File: src/rtl/xex_tweak_if.sv
// Bus between the XEX controller and the tweak unit: tweak load, block intake,
// AES core handshake and post-whitened result.
interface xex_tweak_if;
  logic         tk_ld;
  logic [127:0] tk_in;
  logic         flush;
  logic         blk_in_valid;
  logic [127:0] blk_in;
  logic         in_rdy;
  logic [127:0] aes_in;
  logic         aes_in_valid;
  logic         aes_out_valid;
  logic [127:0] aes_out;
  logic [127:0] data_out;
  logic         out_valid;
  logic [127:0] tweak;
  logic         err;

  modport master (
    output tk_ld, tk_in, flush, blk_in_valid, blk_in, aes_out_valid, aes_out,
    input  in_rdy, aes_in, aes_in_valid, data_out, out_valid, tweak, err
  );

  modport slave (
    input  tk_ld, tk_in, flush, blk_in_valid, blk_in, aes_out_valid, aes_out,
    output in_rdy, aes_in, aes_in_valid, data_out, out_valid, tweak, err
  );
endinterface

File: src/rtl/xex_tweak_unit.sv
// XEX tweak datapath: pre-whitens blocks with T, advances T by alpha, and
// remembers each issued tweak in a FIFO so AES results are post-whitened with it.
module xex_tweak_unit #(
  parameter int DEPTH = 4,
  parameter int PTR_W = 2
) (
  input logic       clk,
  input logic       rst,
  xex_tweak_if.slave bus
);

  localparam logic [PTR_W:0]   FULL_C   = (PTR_W + 1)'(DEPTH);
  localparam logic [PTR_W:0]   CNT_ONE  = (PTR_W + 1)'(1);
  localparam logic [PTR_W-1:0] PTR_ONE  = PTR_W'(1);

  // Multiply by x in GF(2^128) reduced by x^128 + x^7 + x^2 + x + 1.
  function automatic logic [127:0] gf_alpha(input logic [127:0] t);
    return {t[126:0], 1'b0} ^ (t[127] ? 128'h87 : 128'h0);
  endfunction

  logic [127:0]   tweak_r;
  logic [127:0]   q_r [DEPTH];
  logic [PTR_W-1:0] wr_ptr_r;
  logic [PTR_W-1:0] rd_ptr_r;
  logic [PTR_W:0] count_r;
  logic [127:0]   aes_in_r;
  logic           aes_in_valid_r;
  logic [127:0]   data_out_r;
  logic           out_valid_r;
  logic           err_r;

  logic           ctl_busy_s;
  logic           in_rdy_s;
  logic           push_s;
  logic           pop_s;
  logic           ovf_s;
  logic           unf_s;

  // Handshake decode; tk_ld and flush suppress every queue operation.
  always_comb begin
    ctl_busy_s = bus.tk_ld | bus.flush;
    in_rdy_s   = (count_r < FULL_C) && !ctl_busy_s;
    push_s     = bus.blk_in_valid && in_rdy_s;
    pop_s      = bus.aes_out_valid && (count_r != '0) && !ctl_busy_s;
    ovf_s      = bus.blk_in_valid && (count_r == FULL_C) && !ctl_busy_s;
    unf_s      = bus.aes_out_valid && (count_r == '0) && !ctl_busy_s;
  end

  // Tweak register, queue pointers and registered outputs.
  always_ff @(posedge clk) begin
    if (rst) begin
      tweak_r        <= 128'h0;
      wr_ptr_r       <= '0;
      rd_ptr_r       <= '0;
      count_r        <= '0;
      aes_in_r       <= 128'h0;
      aes_in_valid_r <= 1'b0;
      data_out_r     <= 128'h0;
      out_valid_r    <= 1'b0;
      err_r          <= 1'b0;
    end else if (bus.tk_ld) begin
      tweak_r        <= bus.tk_in;
      wr_ptr_r       <= '0;
      rd_ptr_r       <= '0;
      count_r        <= '0;
      aes_in_valid_r <= 1'b0;
      out_valid_r    <= 1'b0;
    end else if (bus.flush) begin
      wr_ptr_r       <= '0;
      rd_ptr_r       <= '0;
      count_r        <= '0;
      aes_in_valid_r <= 1'b0;
      out_valid_r    <= 1'b0;
    end else begin
      aes_in_valid_r <= push_s;
      out_valid_r    <= pop_s;
      if (push_s) begin
        aes_in_r <= bus.blk_in ^ tweak_r;
        tweak_r  <= gf_alpha(tweak_r);
        wr_ptr_r <= wr_ptr_r + PTR_ONE;
      end
      if (pop_s) begin
        data_out_r <= bus.aes_out ^ q_r[rd_ptr_r];
        rd_ptr_r   <= rd_ptr_r + PTR_ONE;
      end
      case ({push_s, pop_s})
        2'b10:   count_r <= count_r + CNT_ONE;
        2'b01:   count_r <= count_r - CNT_ONE;
        default: count_r <= count_r;
      endcase
      if (ovf_s || unf_s) begin
        err_r <= 1'b1;
      end
    end
  end

  // Tweak storage; contents are only meaningful below count_r, so no reset.
  always_ff @(posedge clk) begin
    if (push_s) begin
      q_r[wr_ptr_r] <= tweak_r;
    end
  end

  assign bus.in_rdy       = in_rdy_s;
  assign bus.aes_in       = aes_in_r;
  assign bus.aes_in_valid = aes_in_valid_r;
  assign bus.data_out     = data_out_r;
  assign bus.out_valid    = out_valid_r;
  assign bus.tweak        = tweak_r;
  assign bus.err          = err_r;

endmodule

File: src/flat_wrapper.sv
// flat-port wrapper written by rule: the top's interface ports become plain ports
module xex_tweak_unit_flat 
#(
  parameter int DEPTH = 4,
  parameter int PTR_W = 2
)
  (clk, rst, bus_tk_ld, bus_tk_in, bus_flush, bus_blk_in_valid, bus_blk_in, bus_aes_out_valid, bus_aes_out, bus_in_rdy, bus_aes_in, bus_aes_in_valid, bus_data_out, bus_out_valid, bus_tweak, bus_err);
  xex_tweak_if bus_i ();
  input logic clk;
  input logic rst;
  input wire logic [$bits(bus_i.tk_ld)-1:0] bus_tk_ld;
  input wire logic [$bits(bus_i.tk_in)-1:0] bus_tk_in;
  input wire logic [$bits(bus_i.flush)-1:0] bus_flush;
  input wire logic [$bits(bus_i.blk_in_valid)-1:0] bus_blk_in_valid;
  input wire logic [$bits(bus_i.blk_in)-1:0] bus_blk_in;
  input wire logic [$bits(bus_i.aes_out_valid)-1:0] bus_aes_out_valid;
  input wire logic [$bits(bus_i.aes_out)-1:0] bus_aes_out;
  output wire logic [$bits(bus_i.in_rdy)-1:0] bus_in_rdy;
  output wire logic [$bits(bus_i.aes_in)-1:0] bus_aes_in;
  output wire logic [$bits(bus_i.aes_in_valid)-1:0] bus_aes_in_valid;
  output wire logic [$bits(bus_i.data_out)-1:0] bus_data_out;
  output wire logic [$bits(bus_i.out_valid)-1:0] bus_out_valid;
  output wire logic [$bits(bus_i.tweak)-1:0] bus_tweak;
  output wire logic [$bits(bus_i.err)-1:0] bus_err;
  assign bus_i.tk_ld = bus_tk_ld;
  assign bus_i.tk_in = bus_tk_in;
  assign bus_i.flush = bus_flush;
  assign bus_i.blk_in_valid = bus_blk_in_valid;
  assign bus_i.blk_in = bus_blk_in;
  assign bus_i.aes_out_valid = bus_aes_out_valid;
  assign bus_i.aes_out = bus_aes_out;
  assign bus_in_rdy = bus_i.in_rdy;
  assign bus_aes_in = bus_i.aes_in;
  assign bus_aes_in_valid = bus_i.aes_in_valid;
  assign bus_data_out = bus_i.data_out;
  assign bus_out_valid = bus_i.out_valid;
  assign bus_tweak = bus_i.tweak;
  assign bus_err = bus_i.err;
  xex_tweak_unit #(.DEPTH(DEPTH), .PTR_W(PTR_W)) u_core (.clk(clk), .rst(rst), .bus(bus_i));
endmodule
File: config.mk
export PLATFORM = sky130hd
export DESIGN_NAME = xex_tweak_unit_flat
export DESIGN_NICKNAME = d
export VERILOG_FILES = /design/src/rtl/xex_tweak_if.sv /design/src/rtl/xex_tweak_unit.sv /design/src/flat_wrapper.sv
export SDC_FILE = /design/constraint.sdc
export NUM_CORES = 1
export LEC_CHECK = 0
export CAP_MARGIN = 25
export CORE_AREA = 2 2 307 309
export DETAILED_ROUTE_END_ITERATION = 10
export DIE_AREA = 0 0 309 311
export GPL_TIMING_DRIVEN = 1
export PLACE_DENSITY = 0.73
export SKIP_CTS_REPAIR_TIMING = 1
export SYNTH_ARGS = -nofsm -noshare
export SYNTH_HDL_FRONTEND = slang
export SYNTH_SLANG_ARGS = --single-unit
File: constraint.sdc
create_clock -name clk -period 5.6 [get_ports clk]
set_input_delay 0.84 -clock clk [delete_from_list [all_inputs] [get_ports clk]]
set_output_delay 0.84 -clock clk [all_outputs]
set_load 0.03 [all_outputs]
# ---- Yosys cells after proc, flatten, opt, wreduce, memory -nomap -nowiden
# Memories as Yosys holds them, arrays and structs flattened. A register that Yosys moved wholly into a read port is not among the register bits.
# Index checks and enable logic that the tools add are counted.
dict set report totals {
  input_bits 390
  output_inout_bits 388
  ram_bits 512
  ff_bits 394
  n_memories 1
  wordCells 53
}
dict set report classes {
  bitwise_logic 6
  magnitude_cmp 1
  reduce_logical 19
  mux 9
  n_eq_ne 4
  n_addsub 4
}
# memory words word_bits rd rd_ports_with_merged_regs wr line
set mem_list {}
lappend mem_list {u_core.q_r 4 128 1 1 1 xex_tweak_unit.sv:22} ;# logic [127:0] q_r [DEPTH];
# cell count
set op_table {}
lappend op_table {{2-to-1 mux 128 bit} 3}
lappend op_table {{XOR 128 bit} 3}
lappend op_table {{AND reduction 3 bit} 3}
lappend op_table {{logical AND 1 bit} 8}
lappend op_table {{2-to-1 mux 8 bit} 1}
lappend op_table {{case mux 3 bit (2 select lines)} 1}
lappend op_table {{adder 2 x 1 -> 2 bit, second input constant} 2}
lappend op_table {{2-to-1 mux 2 bit} 2}
lappend op_table {{nonzero test 2 bit} 2}
lappend op_table {{adder 3 x 1 -> 3 bit, second input constant} 1}
lappend op_table {{== test 3 bit, second input constant} 1}
lappend op_table {{logical NOT 3 bit} 1}
lappend op_table {{less-than comparator 3 bit, second input constant} 1}
lappend op_table {{nonzero test 3 bit} 1}
lappend op_table {{OR reduction 3 bit} 1}
lappend op_table {{subtractor 3 x 1 -> 3 bit, second input constant} 1}
lappend op_table {{== test 2 x 1 -> 1 bit, second input constant} 1}
lappend op_table {{== test 2 bit, second input constant} 1}
lappend op_table {{2-to-1 mux 1 bit} 2}
lappend op_table {{inequality test 2 bit, second input constant} 1}
lappend op_table {{NOT 1 bit} 2}
lappend op_table {{AND reduction 2 bit} 1}
lappend op_table {{logical NOT 1 bit} 1}
lappend op_table {{logical OR 1 bit} 1}
lappend op_table {{bitwise OR 1 bit} 1}

# ---- Logic depth before layout (Yosys ltp)
# Gate-level depths: netlist (run 1).
dict set report depth {
  word_depth 7
  depth_mapped 10
  ltp_nobuf 8
}

# ---- Least setup slack after synthesis (run 1)
# Ideal clock, no wire load.
dict set report synth_timing {
  path_type {in2reg}
  from {input port bus_tk_ld}
  to {memory u_core.q_r[0][0], enable pin}
  slack_ns 0.350
  path_stages 5
  path_buffers 3
  arrival_ns 4.748
  required_ns 5.098
  path_cell_list {buf_4 -> nor4b_4 -> buf_2 -> clkbuf_1 -> and2_1}
}
dict set report synth_between {
  elab_chain_len 6
}
# item line
set synth_rtl {}
lappend synth_rtl {{from (decl)} flat_wrapper.sv:11} ;# input wire logic [$bits(bus_i.tk_ld)-1:0] bus_tk_ld;
lappend synth_rtl {{bitwise OR 1 bit} xex_tweak_unit.sv:41} ;# ctl_busy_s = bus.tk_ld | bus.flush;
lappend synth_rtl {{logical NOT 1 bit} xex_tweak_unit.sv:42} ;# in_rdy_s = (count_r < FULL_C) && !ctl_busy_s;
lappend synth_rtl {{logical AND 1 bit} xex_tweak_unit.sv:42}
lappend synth_rtl {{logical AND 1 bit} xex_tweak_unit.sv:43} ;# push_s = bus.blk_in_valid && in_rdy_s;
lappend synth_rtl {{2-to-1 mux 1 bit} xex_tweak_unit.sv:99} ;# if (push_s) begin
lappend synth_rtl {{2-to-1 mux 1 bit (not written as such)} xex_tweak_unit.sv:100} ;# q_r[wr_ptr_r] <= tweak_r;
lappend synth_rtl {{to (decl)} xex_tweak_unit.sv:22}
# Every way passes these cells.

# ---- Final worst setup path (run 1)
dict set report layout_timing {
  from {input port bus_tk_ld}
  to {output port bus_in_rdy}
}
dict set report layout_between {
  elab_chain_len 3
}
# item line
set layout_rtl {}
lappend layout_rtl {{bitwise OR 1 bit} xex_tweak_unit.sv:41}
lappend layout_rtl {{logical NOT 1 bit} xex_tweak_unit.sv:42}
lappend layout_rtl {{logical AND 1 bit} xex_tweak_unit.sv:42}
lappend layout_rtl {{to (decl)} flat_wrapper.sv:18} ;# output wire logic [$bits(bus_i.in_rdy)-1:0] bus_in_rdy;
# Every way passes these cells.

==> results of run 1 <==
==> logic make-up after synthesis <==
kind of cell	count (synthesis)	share of synthesized area
flops	908	0.658
simple gates	532	0.0583
compound gates	526	0.106
xor+xnor	261	0.0646
buf+inv	208	0.0287
mux	129	0.0818
fa+ha+maj	6	0.00233
==> layout by cell type, fill, tap and decap left out, types with 5 or more instances in the layout <==
cell type	n
a211oi_1	256
a21oi_1	139
a311oi_1	125
buf_12	18
buf_4	12
bufinv_16	7
clkbuf_1	19
clkbuf_16	101
clkdlybuf4s50_1	776
clkinv_1	19
clkinv_2	13
clkinvlp_4	6
dfxtp_1	394
edfxtp_1	512
ha_1	5
inv_1	6
mux4_2	128
nand2_1	254
nor2_1	258
xnor2_1	256
xor2_1	5
==> per-layer routing <==
layer,GRT usage,share of wire,up-vias
met1,0.257,0.41,11900
met5,0,0,-
li1,-,-,11100
met3,0.0500,0.075,167
met4,0.0781,0.031,0
met2,0.330,0.49,848
==> layout make-up <==
cell class                      instances  area, um2
Sequential cell                       908      23300
Inverter                                8       42.5
Tap cell                             1254       1570
Antenna cell                            4       10.0
Multi-Input combinational cell       1454      11100
Timing Repair Buffer                  807       8230
Clock buffer                          124       2650
Fill cell                            7915      45400
Clock inverter                         55        483
==> state kept, by name, summed over array words and instances (netlist names), named ones only <==
name / cells
u_core.bus.aes_in: 128
u_core.bus.aes_in_valid: 1
u_core.bus.data_out: 128
u_core.bus.err: 1
u_core.bus.out_valid: 1
u_core.bus.tweak: 128
u_core.count_r: 3
u_core.q_r: 512
u_core.rd_ptr_r: 2
u_core.wr_ptr_r: 2
==> report_power, final <==
| group | internal (mW) | switching (mW) |
|---|---|---|
| clock network | 3.67 | 2.64 |
| logic | 0.681 | 0.691 |
| registers | 7.22 | 0.231 |
| total | 11.6 | 3.56 |
==> final timing paths <==
| kind | from | slack [ns] | depth (start not counted) | end |
|---|---|---|---|---|
| min | u_core.bus.err | 0.48 | 2 | u_core.bus.err |
| max reg2reg | u_core.count_r[2] | 2.98 | 4 | u_core.q_r[3][112] |
| max | bus_tk_ld | 2.21 | 3 | bus_in_rdy |
| min reg2reg | u_core.bus.err | 0.48 | 2 | u_core.bus.err |
==> Yosys cell counts <==
cell,count
edfxtp_1,512
dfxtp_1,396
nor2_1,259
a211oi_1,256
xnor2_1,256
nand2_1,254
a21oi_1,139
mux4_2,128
a311oi_1,125
clkbuf_1,98
buf_2,60
buf_4,19
buf_6,12
buf_1,11
inv_1,6
ha_1,5
xor2_1,5
and2_1,4
nand3_1,4
a22oi_1,3
nor3_1,3
or3_1,3
inv_2,2
o21ai_0,2
fa_1,1
mux2_2,1
nor3b_2,1
nor4_1,1
nor4b_4,1
o31ai_1,1
or3b_1,1
or4_1,1
==> metrics by stage <==
stage / cells / util
4_1_cts: 4610 / 0.511
6_report: 4614 / 0.511
5_1_grt: 4612 / 0.511
2_1_floorplan: 2570 / -
3_3_place_gp: 4431 / 0.477
3_5_place_dp: 4431 / 0.477
==> worst max-delay path, delay by kind of cell <==
kind,cells,cell delay (ns)
buffers and inverters,2,1.43
AND/OR/NAND/NOR,1,0.27
==> impl_metrics.json, run 1 <==
{
  "status": "finished clean",
  "critPathKind": "in -> out",
  "drt_drc_violations_left": 0,
  "cp_slowest_cell": "clkdlybuf4s50_1",
  "dr.pass1.iters": 5,
  "power.leakage_nw": 14.8,
  "hold_viol": 0,
  "clk_pin_slew_worst_paths_ns": 0.06,
  "final_cell_area_um2": 47400,
  "vias_per_cell": 5.19,
  "io_pins": 778,
  "crit_required_ns": 4.76,
  "rsz0062_at_grt": "no",
  "dp_worst_setup_slack_ns": 1.75,
  "cts_tree": "done",
  "cts.sinks": 908,
  "ys_seq_area_frac": 0.658,
  "antenna_found_initial": 5,
  "core_um2": 92800,
  "yosys_warnings": 0,
  "numCtsBuffers": 95,
  "via_count": 23900,
  "fin_nets": 3670,
  "wl_um": 100000,
  "synth_top_area_cell": "edfxtp_1",
  "ys_types": 32,
  "drt-initial-drc-count": 1903,
  "setup_tns_ns": 0,
  "crit_path_cell_trace": "clkdlybuf4s50_1, nor3_1, clkdlybuf4s50_1",
  "hold_class": "reg -> reg",
  "grt_max_degree": 190,
  "critPathMaxFanout": 10,
  "synth_area_leaders": "edfxtp_1 43%, dfxtp_1 22%, mux4_2 8.1%",
  "p_per_area_nw_per_um2": 319,
  "slowest_delay_ns": 0.72,
  "cp_common_cell": "clkdlybuf4s50_1",
  "worstSetupStartpointType": "input port",
  "antenna_left": 0,
  "grt_pass1_vias": 23500,
  "slew_viol_final": 0,
  "synthToLayoutAreaGrowth_pct": 33.9,
  "post-route-period-util": 0.605,
  "io_buffers": 777,
  "max_freq_ghz": 0.295,
  "tightest_slew_ns": 1.23,
  "skew_ns": 0.0259,
  "grt_pass1_wl_um": 148000,
  "syn_inst": 2570,
  "die_y_um": 311,
  "start_util": 0.382,
  "grt-ovfl-total": 0,
  "synth_top_area_frac": 0.434,
  "netlist_area_um2": 35400,
  "drv_cap": 0,
  "dp_hpwl_um": 62500,
  "clk_latency_ns": 0.66,
  "dpl_cell_area_um2": 44300,
  "synth_nets": 2966,
  "gp_congestion": 0.805,
  "cts_root_buf": "clkbuf_16",
  "rows": 112,
  "yosys_register_bits": 908,
  "setup_ws_ns": 2.21,
  "htreeDepth": 3,
  "clockBufferDepth": 3,
  "drive_gt1_frac": 0.0933,
  "whs_ns": 0.478,
  "post-route-min-period_ns": 3.39,
  "arrival_ns": 2.55,
  "setup_viol": 0,
  "totalPowerFinal_mw": 15.1,
  "ir_worst_vdd_uv": 255,
  "wire_per_inst_um": 21.7,
  "crit_path_end_kind": "output port",
  "dieWidth_um": 309,
  "syn_area_per_cell_um2": 13.8,
  "max_slew_margin": 0.179,
  "global_route.usage.total": 0.202,
  "dieArea_um2": 96100
}
Power figures use the tool's default switching activity.
==> run 2, diff against run 1 <==
- CORE_AREA: 2 2 307 309 -> 2 2 300 302
- DIE_AREA: 0 0 309 311 -> 0 0 302 304
- clock period: 5.6 -> 3.45 ns (I/O delays scaled with it)
==> impl_metrics.json, run 2 (synthesis gave the netlist of run 1 again) <==
{
  "status": "finished clean",
  "max_slew_margin": 0.466,
  "clk_latency_ns": 0.64,
  "rsz0062_at_grt": "no",
  "ir_worst_vdd_uv": 464,
  "hold_path_end": "u_core.bus.err",
  "grt_pass1_vias": 23900,
  "fin_nets": 3713,
  "antenna_left": 0,
  "min-delay-start": "rst",
  "gp_congestion": 0.802,
  "crit_path_end_kind": "output port",
  "clockBufferDepth": 3,
  "core_um2": 89000,
  "reg2reg_depth": 4,
  "r2r_end": "u_core.bus.data_out[114]",
  "layout_common_cells": "776 x clkdlybuf4s50_1, 512 x edfxtp_1, 394 x dfxtp_1, 258 x nor2_1",
  "whs_path_depth": 2,
  "top_register": "u_core.q_r",
  "rows": 110,
  "worstSetupStartpointType": "flip-flop",
  "arrival_ns": 2.23,
  "antenna_found_initial": 3,
  "p_per_area_nw_per_um2": 517,
  "crit_buf_inv": 1,
  "clk_pin_slew_worst_paths_ns": 0.06,
  "vias_per_cell": 5.25,
  "synthToLayoutAreaGrowth_pct": 35.0,
  "r2r_setup_slack_ns": 1.19,
  "power_frac_seq": 0.489,
  "drt-initial-drc-count": 1974,
  "slowest_delay_ns": 0.81,
  "power.leakage_nw": 15.1,
  "hold_viol": 0,
  "htreeDepth": 3,
  "drive_gt1_frac": 0.106,
  "met3_usage": 0.0471,
  "io_buffers": 777,
  "totalPowerFinal_mw": 24.7,
  "startpoint": "u_core.bus.tweak[2]",
  "dr.pass1.iters": 5,
  "post-route-min-period_ns": 2.75,
  "setup_tns_ns": 0,
  "dp_hpwl_um": 66800,
  "dieArea_um2": 91800,
  "use_met2": 0.348,
  "dieWidth_um": 302,
  "io_pins": 778,
  "p_clk_frac": 0.419,
  "hold_class": "in -> reg",
  "use_met1": 0.280,
  "cts_tree": "done",
  "grt-ovfl-total": 0,
  "cp_slowest_cell": "clkdlybuf4s50_1",
  "die_y_um": 304,
  "switching_share": 0.237,
  "setup_viol": 0,
  "intPower_mw": 18.9,
  "start_util": 0.398,
  "p_comb_frac": 0.092,
  "max_freq_ghz": 0.364,
  "final_common_cell": "clkdlybuf4s50_1",
  "cp_top_family": "buffers and inverters",
  "largest_reg_flops": 512,
  "grt_max_degree": 133,
  "wire_per_inst_um": 22.0,
  "post-route-period-util": 0.797,
  "tightest_slew_ns": 0.800,
  "skew_ns": 0.0275,
  "numCtsBuffers": 96,
  "cts_root_buf": "clkbuf_16",
  "global_route.usage.total": 0.214,
  "p_sw_mw": 5.85,
  "via_count": 24000,
  "cts.sinks": 908,
  "drt_drc_violations_left": 0,
  "critPathMaxFanout": 8,
  "postLayoutCoreUtil": 0.537,
  "dp_worst_setup_slack_ns": 0.499,
  "busiest_layer": "met2",
  "setup_ws_ns": 0.701,
  "grt_pass1_wl_um": 150000,
  "slew_viol_final": 0,
  "crit_required_ns": 2.93,
  "drv_cap": 0,
  "critPathKind": "reg -> out",
  "crit_path_cell_trace": "clkdlybuf4s50_1",
  "wl_um": 101000
}
-- run 2: cell types whose count changed in the layout (fill, tap and decap cells not counted), sizes merged --
cell | previous run | this run
clkinv | 33 | 32
bufinv | 7 | 9
clkbuf | 124 | 126
clkinvlp | 9 | 7
buf | 31 | 73
diode | 4 | 3
-- run 2: power groups by stage --
stage	Clock, mW	Sequential (mW)	Combinational [mW]
final	10.3	12.1	2.28
after detailed placement	0	12.3	2.28
after CTS	10.6	12.1	2.29
after floorplan	0	12.5	0.775
after global routing	11.0	12.1	2.43
after global placement	0	12.3	2.26
-- run 2: worst max-delay path by stage --
stage | endpoint | depth (start not counted) | slack [ns]
2_1_floorplan | u_core.q_r[2][0] | 5 | 0.05
4_1_cts | bus_tweak[2] | 1 | 0.62
6_report | bus_tweak[2] | 1 | 0.70
5_1_grt | bus_tweak[2] | 1 | 0.57
3_5_place_dp | u_core.count_r[2] | 9 | 0.50
3_3_place_gp | u_core.count_r[2] | 9 | 0.47
-- run 2: layout make-up --
class | count | area [um2]
Clock buffer | 126 | 2590
Timing Repair Buffer | 849 | 8690
Sequential cell | 908 | 23300
Inverter | 8 | 42.5
Antenna cell | 3 | 7.51
Fill cell | 7352 | 41300
Tap cell | 1176 | 1470
Clock inverter | 54 | 584
Multi-Input combinational cell | 1454 | 11100
-- run 2: layer usage --
metal	share of wire	up-vias
met1	0.41	11800
met5	0.000099	-
met2	0.48	884
met3	0.075	168
met4	0.032	2
li1	-	11100
-- run 2: per-stage QoR --
step	cells	area, um2	hold slack [ns]
global placement	4395	44600	0.457
CTS	4575	47800	0.348
finish	4578	47800	0.355
floorplan	2570	35400	0.453
detailed placement	4395	44600	0.472
global route	4576	47800	0.361
==> run 3, diff against run 2 <==
- CORE_AREA: 2 2 300 302 -> 2 2 307 309
- DIE_AREA: 0 0 302 304 -> 0 0 309 311
- clock period: 3.45 -> 2.2 ns (I/O delays scaled with it)
==> impl_metrics.json, run 3 (synthesis gave the netlist of run 1 again) <==
{
  "top_layer": "met4",
  "wl_met2_um": 51700,
  "final_cell_area_um2": 50300,
  "antenna_left": 0,
  "intPower_mw": 30.1,
  "final_common_cell": "clkdlybuf4s50_1",
  "global_route.usage.total": 0.214,
  "clk_pin_slew_worst_paths_ns": 0.06,
  "crit_required_ns": 1.87,
  "critPathKind": "reg -> out",
  "dr.pass1.iters": 5,
  "setup_tns_ns": 0,
  "cts_root_buf": "clkbuf_16",
  "post-route-period-util": 0.984,
  "p_comb_frac": 0.106,
  "io_pins": 778,
  "wire_per_inst_um": 21.5,
  "crit_buf_inv": 1,
  "top_register": "u_core.q_r",
  "ir_worst_vdd_uv": 585,
  "synthToLayoutAreaGrowth_pct": 42.2,
  "cp_top_family": "buffers and inverters",
  "drive_gt1_frac": 0.172,
  "post-route-min-period_ns": 2.16,
  "largest_reg_flops": 512,
  "p_per_area_nw_per_um2": 782,
  "dieWidth_um": 309,
  "cts_tree": "done",
  "worstSetupStartpointType": "flip-flop",
  "setup_viol": 0,
  "htreeDepth": 3,
  "via_count": 25300,
  "die_y_um": 311,
  "dp_worst_setup_slack_ns": -0.514,
  "slew_viol_final": 0,
  "layout_common_cells": "725 x clkdlybuf4s50_1, 512 x edfxtp_1, 394 x dfxtp_1, 272 x buf_4, 258 x nor2_1",
  "skew_ns": 0.0320,
  "grt_max_degree": 130,
  "rsz0062_at_grt": "no",
  "grt_pass1_wl_um": 157000,
  "dieArea_um2": 96100,
  "p_sw_mw": 9.28,
  "crit_path_cell_trace": "clkdlybuf4s50_1",
  "drt_drc_violations_left": 0,
  "dp_hpwl_um": 75500,
  "drv_cap": 0,
  "critPathMaxFanout": 2,
  "antenna_found_initial": 5,
  "wl_um": 106000,
  "gp_congestion": 0.854,
  "tightest_slew_ns": 0.714,
  "power_frac_seq": 0.475,
  "switching_share": 0.236,
  "status": "finished clean",
  "cts.sinks": 908,
  "routedLengthMet1_um": 42600,
  "io_buffers": 777,
  "max_freq_ghz": 0.462,
  "start_util": 0.382,
  "hold_class": "in -> reg",
  "postLayoutCoreUtil": 0.543,
  "p_clk_frac": 0.419,
  "rows": 112,
  "power.leakage_nw": 17.3,
  "crit_path_end_kind": "output port",
  "slowest_delay_ns": 0.74,
  "core_um2": 92800,
  "cp_slowest_cell": "clkdlybuf4s50_1",
  "r2r_setup_slack_ns": 0.11,
  "dpl_cell_area_um2": 47000,
  "numCtsBuffers": 95,
  "clockBufferDepth": 3,
  "grt-ovfl-total": 0,
  "route.met3.wl_um": 7310,
  "fin_nets": 3967,
  "arrival_ns": 1.83,
  "grt_pass1_vias": 25700,
  "clk_latency_ns": 0.68,
  "hold_viol": 0,
  "vias_per_cell": 5.16,
  "setup_ws_ns": 0.0357,
  "drt-initial-drc-count": 2171,
  "max_slew_margin": 0.521
}
-- run 3: final timing paths --
kind / startpoint / end / depth (start not counted)
max: u_core.bus.tweak[124] / bus_tweak[124] / 1
min: rst / u_core.bus.aes_in_valid / 2
max reg2reg: u_core.count_r[2] / u_core.bus.tweak[84] / 7
min reg2reg: u_core.rd_ptr_r[1] / flip-flop / 2
-- run 3: through the flow --
stage / cells / total power, mW / hold WS, ns
floorplan: 2570 / 20.9 / 0.453
global placement: 4728 / 23.1 / 0.459
detailed placement: 4728 / 23.2 / 0.473
CTS: 4908 / 39.7 / -0.0276
global route: 4911 / 40.6 / 0.00247
finish: 4911 / 39.3 / 0.0214
-- run 3: layout make-up --
cell class / count / area [um2]
Clock buffer: 124 / 2590
Sequential cell: 908 / 23300
Antenna cell: 3 / 7.51
Inverter: 8 / 42.5
Fill cell: 7656 / 42400
Tap cell: 1254 / 1570
Timing Repair Buffer: 1104 / 11100
Multi-Input combinational cell: 1454 / 11100
Clock inverter: 56 / 629
-- run 3: power by group through the flow --
| stage | logic, mW | registers, mW | clock network, mW |
|---|---|---|---|
| 2_1_floorplan | 1.22 | 19.7 | 0 |
| 3_3_place_gp | 4.10 | 19.0 | 0 |
| 3_5_place_dp | 4.15 | 19.0 | 0 |
| 4_1_cts | 4.17 | 18.7 | 16.8 |
| 5_1_grt | 4.39 | 18.7 | 17.5 |
| 6_report | 4.15 | 18.7 | 16.5 |
-- run 3: metal layers --
layer | GRT usage | up-vias
met5 | 0 | -
met4 | 0.0898 | 0
met3 | 0.0422 | 212
met2 | 0.357 | 1000
met1 | 0.269 | 12500
li1 | - | 11700
